### src/rtl/uart_pattern_gen_pkg.sv
// Shared constants, mode encodings and enumerations for the ASCII pattern generator.
// MODE 3 is accepted on the port and behaves exactly like wrap.
package uart_pattern_gen_pkg;

  localparam logic [7:0] ASCII_CR  = 8'h0D;
  localparam logic [7:0] ASCII_LF  = 8'h0A;

  localparam logic [1:0] MODE_SAT  = 2'd0;
  localparam logic [1:0] MODE_WRAP = 2'd1;
  localparam logic [1:0] MODE_ONCE = 2'd2;

  typedef enum logic [2:0] {
    ST_IDLE     = 3'd0,
    ST_ARM      = 3'd1,
    ST_ISSUE    = 3'd2,
    ST_WAIT_ACC = 3'd3,
    ST_WAIT_TX  = 3'd4,
    ST_GAP      = 3'd5
  } state_e;

  typedef enum logic [1:0] {
    PH_PAY = 2'd0,
    PH_CR  = 2'd1,
    PH_LF  = 2'd2
  } phase_e;

  function automatic logic is_wrap(input logic [1:0] mode);
    return (mode == MODE_WRAP) || (mode == 2'd3);
  endfunction

endpackage

### src/rtl/uart_pattern_gen_sel.sv
// Character selector: payload counter, line position, CR/LF insertion and end-of-range decision.
// The next payload is computed at the advance that triggers CR/LF, so it is already waiting after LF.
module uart_pattern_gen_sel
  import uart_pattern_gen_pkg::*;
#(
  parameter int                DATA_W     = 8,
  parameter logic [DATA_W-1:0] FIRST_CHAR = 8'h30,
  parameter logic [DATA_W-1:0] LAST_CHAR  = 8'h39,
  parameter int                LINE_LEN   = 10,
  parameter int                CNT_W      = 16
) (
  input  logic              i_clk,
  input  logic              i_rst_n,
  input  logic              i_restart,
  input  logic              i_advance,
  input  logic [1:0]        i_mode,
  output logic [DATA_W-1:0] o_char,
  output logic              o_done,
  output logic              o_finish
);

  phase_e            r_phase, w_phase_nxt;
  logic [DATA_W-1:0] r_pay, w_pay_nxt, r_char, w_char_nxt;
  logic [CNT_W-1:0]  r_line_pos, w_line_nxt;
  logic              r_done, r_done_pend, w_pend_nxt, w_finish;
  logic              w_at_last, w_line_end;

  assign w_at_last  = (r_pay == LAST_CHAR);
  assign w_line_end = (LINE_LEN != 0) && (r_line_pos == CNT_W'(LINE_LEN - 1));

  // Next selector contents for an advance; a single pass finishing on a line end defers DONE past LF.
  always_comb begin
    w_phase_nxt = r_phase;
    w_pay_nxt   = r_pay;
    w_line_nxt  = r_line_pos;
    w_pend_nxt  = r_done_pend;
    w_finish    = 1'b0;
    case (r_phase)
      PH_PAY: begin
        w_line_nxt = r_line_pos + CNT_W'(1);
        if (!w_at_last) begin
          w_pay_nxt = r_pay + DATA_W'(1);
        end else if (is_wrap(i_mode)) begin
          w_pay_nxt = FIRST_CHAR;
        end else begin
          w_pay_nxt = r_pay;
        end
        if (w_line_end) begin
          w_phase_nxt = PH_CR;
          w_pend_nxt  = w_at_last && (i_mode == MODE_ONCE);
        end else begin
          w_finish    = w_at_last && (i_mode == MODE_ONCE);
        end
      end
      PH_CR: begin
        w_phase_nxt = PH_LF;
      end
      PH_LF: begin
        w_phase_nxt = PH_PAY;
        w_line_nxt  = '0;
        w_finish    = r_done_pend;
        w_pend_nxt  = 1'b0;
      end
      default: begin
        w_phase_nxt = PH_PAY;
      end
    endcase
  end

  // Character presented on the next cycle, derived from the next phase.
  always_comb begin
    case (w_phase_nxt)
      PH_CR:   w_char_nxt = DATA_W'(ASCII_CR);
      PH_LF:   w_char_nxt = DATA_W'(ASCII_LF);
      default: w_char_nxt = w_pay_nxt;
    endcase
  end

  // Selector state; restart always beats a simultaneous advance.
  always_ff @(posedge i_clk or negedge i_rst_n) begin
    if (!i_rst_n) begin
      r_phase     <= PH_PAY;
      r_pay       <= FIRST_CHAR;
      r_char      <= FIRST_CHAR;
      r_line_pos  <= '0;
      r_done      <= 1'b0;
      r_done_pend <= 1'b0;
    end else if (i_restart) begin
      r_phase     <= PH_PAY;
      r_pay       <= FIRST_CHAR;
      r_char      <= FIRST_CHAR;
      r_line_pos  <= '0;
      r_done      <= 1'b0;
      r_done_pend <= 1'b0;
    end else if (i_advance) begin
      r_phase     <= w_phase_nxt;
      r_pay       <= w_pay_nxt;
      r_char      <= w_char_nxt;
      r_line_pos  <= w_line_nxt;
      r_done_pend <= w_pend_nxt;
      if (w_finish) begin
        r_done <= 1'b1;
      end
    end
  end

  assign o_char   = r_char;
  assign o_done   = r_done;
  assign o_finish = w_finish;

endmodule

### src/rtl/uart_pattern_gen.sv
// ASCII test-pattern source for uart_send: handshake FSM, inter-character gap and issue counter.
// START arriving while a character is in flight is held until that character completes.
module uart_pattern_gen
  import uart_pattern_gen_pkg::*;
#(
  parameter int                DATA_W     = 8,
  parameter logic [DATA_W-1:0] FIRST_CHAR = 8'h30,
  parameter logic [DATA_W-1:0] LAST_CHAR  = 8'h39,
  parameter int                LINE_LEN   = 10,
  parameter int                GAP_CYCLES = 0,
  parameter int                CNT_W      = 16
) (
  input  logic              i_clk,
  input  logic              i_rst_n,
  input  logic              i_enable,
  input  logic [1:0]        i_mode,
  input  logic              i_start,
  input  logic              i_sender_idle,
  output logic [DATA_W-1:0] o_data,
  output logic              o_data_ready,
  output logic              o_busy,
  output logic              o_done,
  output logic [CNT_W-1:0]  o_char_count
);

  state_e           r_state, w_state_nxt;
  logic [CNT_W-1:0] r_gap_cnt, r_count;
  logic             r_start_pend;
  logic             w_in_flight, w_tx_end, w_restart, w_advance, w_done, w_finish;

  assign w_in_flight = (r_state == ST_ISSUE) || (r_state == ST_WAIT_ACC) || (r_state == ST_WAIT_TX);
  assign w_tx_end    = (r_state == ST_WAIT_TX) && i_sender_idle;
  assign w_restart   = (i_start && !w_in_flight) || (w_tx_end && (i_start || r_start_pend));
  assign w_advance   = w_tx_end && !i_start && !r_start_pend;

  uart_pattern_gen_sel #(
    .DATA_W     (DATA_W),
    .FIRST_CHAR (FIRST_CHAR),
    .LAST_CHAR  (LAST_CHAR),
    .LINE_LEN   (LINE_LEN),
    .CNT_W      (CNT_W)
  ) u_sel (
    .i_clk     (i_clk),
    .i_rst_n   (i_rst_n),
    .i_restart (w_restart),
    .i_advance (w_advance),
    .i_mode    (i_mode),
    .o_char    (o_data),
    .o_done    (w_done),
    .o_finish  (w_finish)
  );

  // State register.
  always_ff @(posedge i_clk or negedge i_rst_n) begin
    if (!i_rst_n) begin
      r_state <= ST_IDLE;
    end else begin
      r_state <= w_state_nxt;
    end
  end

  // Next-state logic.
  always_comb begin
    w_state_nxt = r_state;
    case (r_state)
      ST_IDLE: begin
        if (i_enable && (!w_done || i_start)) w_state_nxt = ST_ARM;
        else                                  w_state_nxt = ST_IDLE;
      end
      ST_ARM: begin
        if (!i_enable)                        w_state_nxt = ST_IDLE;
        else if (!i_start && i_sender_idle)   w_state_nxt = ST_ISSUE;
        else                                  w_state_nxt = ST_ARM;
      end
      ST_ISSUE: begin
        w_state_nxt = ST_WAIT_ACC;
      end
      ST_WAIT_ACC: begin
        if (!i_sender_idle) w_state_nxt = ST_WAIT_TX;
        else                w_state_nxt = ST_WAIT_ACC;
      end
      ST_WAIT_TX: begin
        if (!i_sender_idle)              w_state_nxt = ST_WAIT_TX;
        else if (w_advance && w_finish)  w_state_nxt = ST_IDLE;
        else if (!i_enable)              w_state_nxt = ST_IDLE;
        else if (GAP_CYCLES == 0)        w_state_nxt = ST_ARM;
        else                             w_state_nxt = ST_GAP;
      end
      ST_GAP: begin
        if (!i_enable)                                               w_state_nxt = ST_IDLE;
        else if (i_start || (r_gap_cnt == CNT_W'(GAP_CYCLES - 1)))   w_state_nxt = ST_ARM;
        else                                                         w_state_nxt = ST_GAP;
      end
      default: begin
        w_state_nxt = ST_IDLE;
      end
    endcase
  end

  // Output decode.
  always_comb begin
    o_data_ready = (r_state == ST_ISSUE);
    o_busy       = (r_state != ST_IDLE);
  end

  // Gap counter, deferred START flag and saturating issue counter.
  always_ff @(posedge i_clk or negedge i_rst_n) begin
    if (!i_rst_n) begin
      r_gap_cnt    <= '0;
      r_start_pend <= 1'b0;
      r_count      <= '0;
    end else begin
      if (r_state == ST_GAP) r_gap_cnt <= r_gap_cnt + CNT_W'(1);
      else                   r_gap_cnt <= '0;
      if (w_tx_end)                     r_start_pend <= 1'b0;
      else if (i_start && w_in_flight)  r_start_pend <= 1'b1;
      if (i_start) begin
        r_count <= '0;
      end else if ((w_state_nxt == ST_ISSUE) && (r_state != ST_ISSUE) && (r_count != '1)) begin
        r_count <= r_count + CNT_W'(1);
      end
    end
  end

  assign o_done       = w_done;
  assign o_char_count = r_count;

endmodule

### config.mk
export PLATFORM = sky130hd
export DESIGN_NAME = uart_pattern_gen
export DESIGN_NICKNAME = d
export VERILOG_FILES = /design/src/rtl/uart_pattern_gen_pkg.sv /design/src/rtl/uart_pattern_gen_sel.sv /design/src/rtl/uart_pattern_gen.sv
export SDC_FILE = /design/constraint.sdc
export NUM_CORES = 1
export LEC_CHECK = 0
export ABC_AREA = 0
export CORE_ASPECT_RATIO = 0.7
export CORE_MARGIN = 2
export CORE_UTILIZATION = 35
export DETAILED_ROUTE_END_ITERATION = 8
export HOLD_SLACK_MARGIN = 0.08
export PLACE_DENSITY = 0.51
export RECOVER_POWER = 25
export SLEW_MARGIN = 20
export SYNTH_ARGS = -nofsm -noshare
export SYNTH_HDL_FRONTEND = slang
export SYNTH_HIERARCHICAL = 1
export SYNTH_SLANG_ARGS = --single-unit
### constraint.sdc
create_clock -name i_clk -period 4.45 [get_ports i_clk]
set_input_delay 0.89 -clock i_clk [delete_from_list [all_inputs] [get_ports i_clk]]
set_output_delay 0.89 -clock i_clk [all_outputs]
set_load 0.05 [all_outputs]
# Word-level counts from Yosys, hierarchy flattened
# Cells that the tools add are included.
[op_classes] addsub=4 n_eq_ne=19 mux=39 n_reduce_logical=34
[ops] op="two-way mux 16 bit" count=5
[ops] op="two-way mux 8 bit" count=7
[ops] op="adder 16 x 1 -> 16 bit, second input constant" count=3
[ops] op="case mux 16 bit (2 select lines)" count=1
[ops] op="case mux 3 bit (6 select lines)" count=1
[ops] op="== test 16 bit, second input constant" count=1
[ops] op="== test 16 x 4 -> 1 bit, second input constant" count=1
[ops] op="inequality test 16 bit, second input constant" count=1
[ops] op="case mux 8 bit (2 select lines)" count=1
[ops] op="logical AND 1 bit" count=12
[ops] op="two-way mux 1 bit" count=12
[ops] op="two-way mux 3 bit" count=4
[ops] op="two-way mux 2 bit" count=5
[ops] op="== test 3 x 2 -> 1 bit, second input constant" count=3
[ops] op="adder 8 x 1 -> 8 bit, second input constant" count=1
[ops] op="== test 2 bit, second input constant" count=4
[ops] op="== test 8 x 6 -> 1 bit, second input constant" count=1
[ops] op="nonzero test 2 bit" count=4
[ops] op="logical OR 1 bit" count=7
[ops] op="== test 2 x 1 -> 1 bit, second input constant" count=3
[ops] op="== test 3 bit, second input constant" count=2
[ops] op="nonzero test 3 bit" count=2
[ops] op="logical NOT 1 bit" count=4
[ops] op="case mux 1 bit (2 select lines)" count=2
[ops] op="8 further kinds" count=9
[totals] regBits=72 inputBits=7 out_inout_bits=27 wordCells=106

# Longest topological paths before layout
[depth] depth_word=13 depth_mapped=10 ltp_nobuf=9

# Cells and area by module
# Netlist, hierarchy kept.
[by_module_without_submodules] mod="uart_pattern_gen_sel" n_inst=1 cells_each=240 area_per_inst_um2=2224.6 seq_area_each_um2=905.9
[by_module_without_submodules] mod="uart_pattern_gen" n_inst=1 cells_each=230 area_per_inst_um2=2120.8 seq_area_each_um2=900.9

# Worst setup path after synthesis
# Ideal clock, no wire load.
[synth_path] path_type="input to register" start="in i_start" end="reg u_sel.r_line_pos[9]" setup_time_ns=0.069 t_arrival_ns=2.970 required_ns=4.381 slack_ns=1.410 stages=9 path_buffers=4 cell_sequence="buf_2 clkbuf_1 buf_1 o311ai_0 o21ai_0 clkbuf_1 o2111ai_1 or4b_1 nand3_1"
[synth_via] elab_chain_len=5 word_cells_on_any_way=11 classes_between="mux: 1; reduce/logical: 10"
[synth_lines] element="from (decl)" line="uart_pattern_gen.sv:17" text="input logic i_start,"
[synth_lines] element="logical OR 1 bit" line="uart_pattern_gen.sv:33" text="assign w_restart = (i_start && !w_in_flight) || (w_tx_end && (i_start || r_start_pend));"
[synth_lines] element="logical AND 1 bit" line="uart_pattern_gen.sv:33"
[synth_lines] element="logical OR 1 bit *" line="uart_pattern_gen.sv:33"
[synth_lines] element="via w_restart" line="uart_pattern_gen.sv:29" text="logic w_in_flight, w_tx_end, w_restart, w_advance, w_done, w_finish;"
[synth_lines] element="nonzero test 3 bit (no source line) or nonzero test 2 bit (tied branches)"
[synth_lines] element="AND reduction 2 bit (no source line)"
[synth_lines] element="to (signal assigned)" line="uart_pattern_gen_sel.sv:99" text="r_line_pos <= w_line_nxt;"
[synth_lines] element="to (decl)" line="uart_pattern_gen_sel.sv:24" text="logic [CNT_W-1:0] r_line_pos, w_line_nxt;"
# The timed path passes the listed nets; every way through them passes the cells marked *.
# A chain may end at the register's enable or synchronous reset.

# Worst setup path after layout
[layout_path] start="in i_sender_idle" end="reg u_sel.r_line_pos[9]"
[layout_via] elab_chain_len=5 word_cells_on_any_way=9 classes_between="mux: 1; reduce/logical: 8"
[layout_lines] element="from (decl)" line="uart_pattern_gen.sv:18" text="input logic i_sender_idle,"
[layout_lines] element="logical AND 1 bit" line="uart_pattern_gen.sv:32" text="assign w_tx_end = (r_state == ST_WAIT_TX) && i_sender_idle;"
[layout_lines] element="logical AND 1 bit (2 in series)" line="uart_pattern_gen.sv:34" text="assign w_advance = w_tx_end && !i_start && !r_start_pend;"
[layout_lines] element="via w_advance" line="uart_pattern_gen.sv:29"
[layout_lines] element="nonzero test 2 bit (no source line)"
[layout_lines] element="AND reduction 2 bit (no source line)"
# The timed path passes the listed nets, and every way through them passes these cells.

==> flow_metrics.env <==
export IMPL_fin_area_um2=5080
export IMPL_grt_pass1_wl_um=18000
export IMPL_port_buffers=33
export IMPL_place_congestion=0.792
export IMPL_first_iter_violations=282
export IMPL_cts_made_buffers=9
export IMPL_clockBufferDepth=2
export IMPL_dp_hpwl_um=7240
export IMPL_h_tree_depth=3
export IMPL_ys_ff_latch=72
export IMPL_post_drt_wl_per_cell_um=16.1
export IMPL_post_cts_resized=0
export IMPL_layout_commonest_cell="dfrtp_1"
export IMPL_crit_required_ps=4710
export IMPL_violations="max-capacitance violations, max-slew violations"
export IMPL_drive_gt1_share_pct=11.7
export IMPL_finClkSkew_ps=8.46
export IMPL_netlist_instances=470
export IMPL_dieArea_um2=13300
export IMPL_syn_nets=483
export IMPL_endpoint_kind="register"
export IMPL_cellLeakagePower_nw=2.03
export IMPL_critPathKind="primary input to register"
export IMPL_drcViolationCount=0
export IMPL_grt_max_degree=73
export IMPL_clkTransAtPathRegs_ps=60
export IMPL_startpoint_type="primary input"
export IMPL_cp_max_fo=9
export IMPL_ir_drop_v=0.000223
export IMPL_final_cell_mix="68 x dfrtp_1, 59 x nor2_1, 32 x clkdlybuf4s50_1, 28 x nand2_1, 24 x nand3_1"
export IMPL_setup_viol_count_final=0
export IMPL_dieHeight_um=97.2
export IMPL_async_flop_share_pct=100
export IMPL_fin_crit_sh_pct=66.0
export IMPL_first_global_vias=3461
export IMPL_cts_tree="yes"
export IMPL_ys_warn_count=6
export IMPL_yosysUniqueCellTypes=75
export IMPL_fillers=1212
export IMPL_outcome="finished, violations left"
export IMPL_insertion_delay_ps=340
export IMPL_n_antenna_cell=0
export IMPL_grt_overflow_total=0
export IMPL_maxSlewHeadroom_pct=-23.6
export IMPL_viasPerCell=5.58
export IMPL_row_count=34
export IMPL_hold_path_class="register to register"
export IMPL_worst_pin_slew_ps=1850
export IMPL_final_setup_tns_ps=0
export IMPL_multi_input_area_um2=2340
export IMPL_synth_cell_area_um2=4350
export IMPL_rsz0062_at_grt="false"
export IMPL_final_hold_viol_count=0
export IMPL_period_needed_ps=2940
export IMPL_antenna_found_initial=0
export IMPL_regArea_um2=1810
export IMPL_nNetsFinal=503
export IMPL_area_delta_synth_final_pct=17.0
export IMPL_ys_flop_type="dfrtp_1"
export IMPL_ant_nets=0
export IMPL_synth_edff_count=0
export IMPL_grt_usage_pct=16.9
export IMPL_yosysSeqAreaShare_pct=41.6
export IMPL_pin_count=34
export IMPL_drt_total_wl_um=10600
export IMPL_clkSinkCount=72
export IMPL_vias=3666
export IMPL_core_um2=12300
export IMPL_die_x_um=137
export IMPL_root_buffer="clkbuf_16"
export IMPL_syn_area_per_cell_um2=9.25
export IMPL_power_density_nw_per_um2=350
export IMPL_firstDrtPassIters=4
export IMPL_finalMaxSlewViolations=73
export IMPL_postCtsHoldBufs=0
export IMPL_worstPathArrival_ps=3200
export IMPL_max_freq_mhz=341
export IMPL_post_cts_setup_buffer_count=0
export IMPL_initial_utilization_pct=35.5
export IMPL_placedInstanceArea_um2=4790
export IMPL_cap_violations=1
## flip-flops by register name, summed over array words and instances (netlist names)
signal and count:
u_sel/o_done 1, r_start_pend 1, u_sel/o_char 8, o_char_count 16
r_gap_cnt 16, u_sel/r_line_pos 16, u_sel/r_pay 8, u_sel/r_phase 2
u_sel/r_done_pend 1, r_state 3
## final timing paths
path / start / end / slack (ps) / cells past startpoint
worst min register to register: r_gap_cnt[0] / r_gap_cnt[0] / 450 / 1
worst max register to register: r_state[1] / u_sel/r_line_pos[9] / 1880 / 6
max in group asynchronous: i_rst_n / o_char_count[10] / 2290 / 1
worst min-delay path: r_gap_cnt[0] / r_gap_cnt[0] / 450 / 1
min in group asynchronous: i_rst_n / u_sel/o_char[3] / 1070 / 1
worst max-delay path: i_sender_idle / u_sel/r_line_pos[9] / 1510 / 6
## cells by family after synthesis
| logic type | after synthesis | share of synthesized area (%) |
|---|---|---|
| AOI/OAI and AO/OA | 103 | 17.5 |
| xor gates and xnor gates | 21 | 4.23 |
| adders and majority gates | 6 | 1.73 |
| buffers and inverters | 49 | 4.61 |
| DFF | 72 | 41.6 |
| muxes | 11 | 2.79 |
| and+or+nand+nor | 208 | 27.6 |
## cell usage after synthesis (all sizes together), types with 4 or more instances
master,count,area [um2]
dfrtp,68,1700
nor2,59,221
nand2,28,105
nand3,24,120
a21oi,22,110
inv,21,78.8
clkbuf,18,67.6
xor2,17,149
nand4,16,121
o21ai,14,70.1
buf,10,53.8
nor2b,10,62.6
nor4,10,90.1
and3,9,57.6
and4,9,78.8
mux2,9,101
o211ai,9,77.6
nor3,7,46.3
a31oi,6,37.5
ha,6,75.1
o31ai,6,45.0
or3,6,37.5
or4,6,45.0
a211oi,5,42.5
a21o,5,37.5
o311ai,5,43.8
dfstp,4,105
nor3b,4,35.0
xnor2,4,35.0
## cell type report
class                           instances  share of cell area (%)
Clock inverter                          7                    1.43
Clock buffer                            9                    4.43
Inverter                               21                    1.55
Timing Repair Buffer                   37                    6.99
Tap cell                              162                    3.99
Sequential cell                        72                    35.5
Multi-Input combinational cell        349                    46.1
## per-stage QoR
| stage | hold WS (ps) | util, % | std cells | power (mW) | setup WS (ps) |
|---|---|---|---|---|---|
| after detailed placement | 453 | 39.1 | 641 | 1.07 | 1210 |
| after CTS | 461 | 41.5 | 657 | 1.81 | 1510 |
| after global routing | 496 | 41.5 | 657 | 1.88 | 1310 |
| after global placement | 438 | 39.1 | 641 | 1.06 | 1230 |
| final | 452 | 41.5 | 657 | 1.78 | 1510 |
| after floorplan | 426 | - | 470 | 0.962 | 1410 |
## per-layer routing
metal | wire length, um | global-route usage, % | part of all wire (%) | up-vias
met5 | 0 | 0 | 0 | -
li1 | - | - | - | 1790
met1 | 5610 | 26.0 | 53 | 1813
met3 | 403 | 4.38 | 3.8 | 8
met4 | 97 | 3.89 | 0.92 | 0
met2 | 4490 | 23.3 | 42 | 55
## where the power goes
part           internal, mW  switching [mW]  total [mW]
logic                 0.103           0.219       0.321
registers             0.679          0.0548       0.733
clock network         0.434           0.291       0.725
total                  1.22           0.565        1.78
## worst max-delay path, cell delays in order
cell	delay, ps
clkdlybuf4s50_1	600
and4_1	260
nor2b_1	520
o2111ai_1	300
or4b_1	550
nand3_1	80
Power figures use the tool's default switching activity.
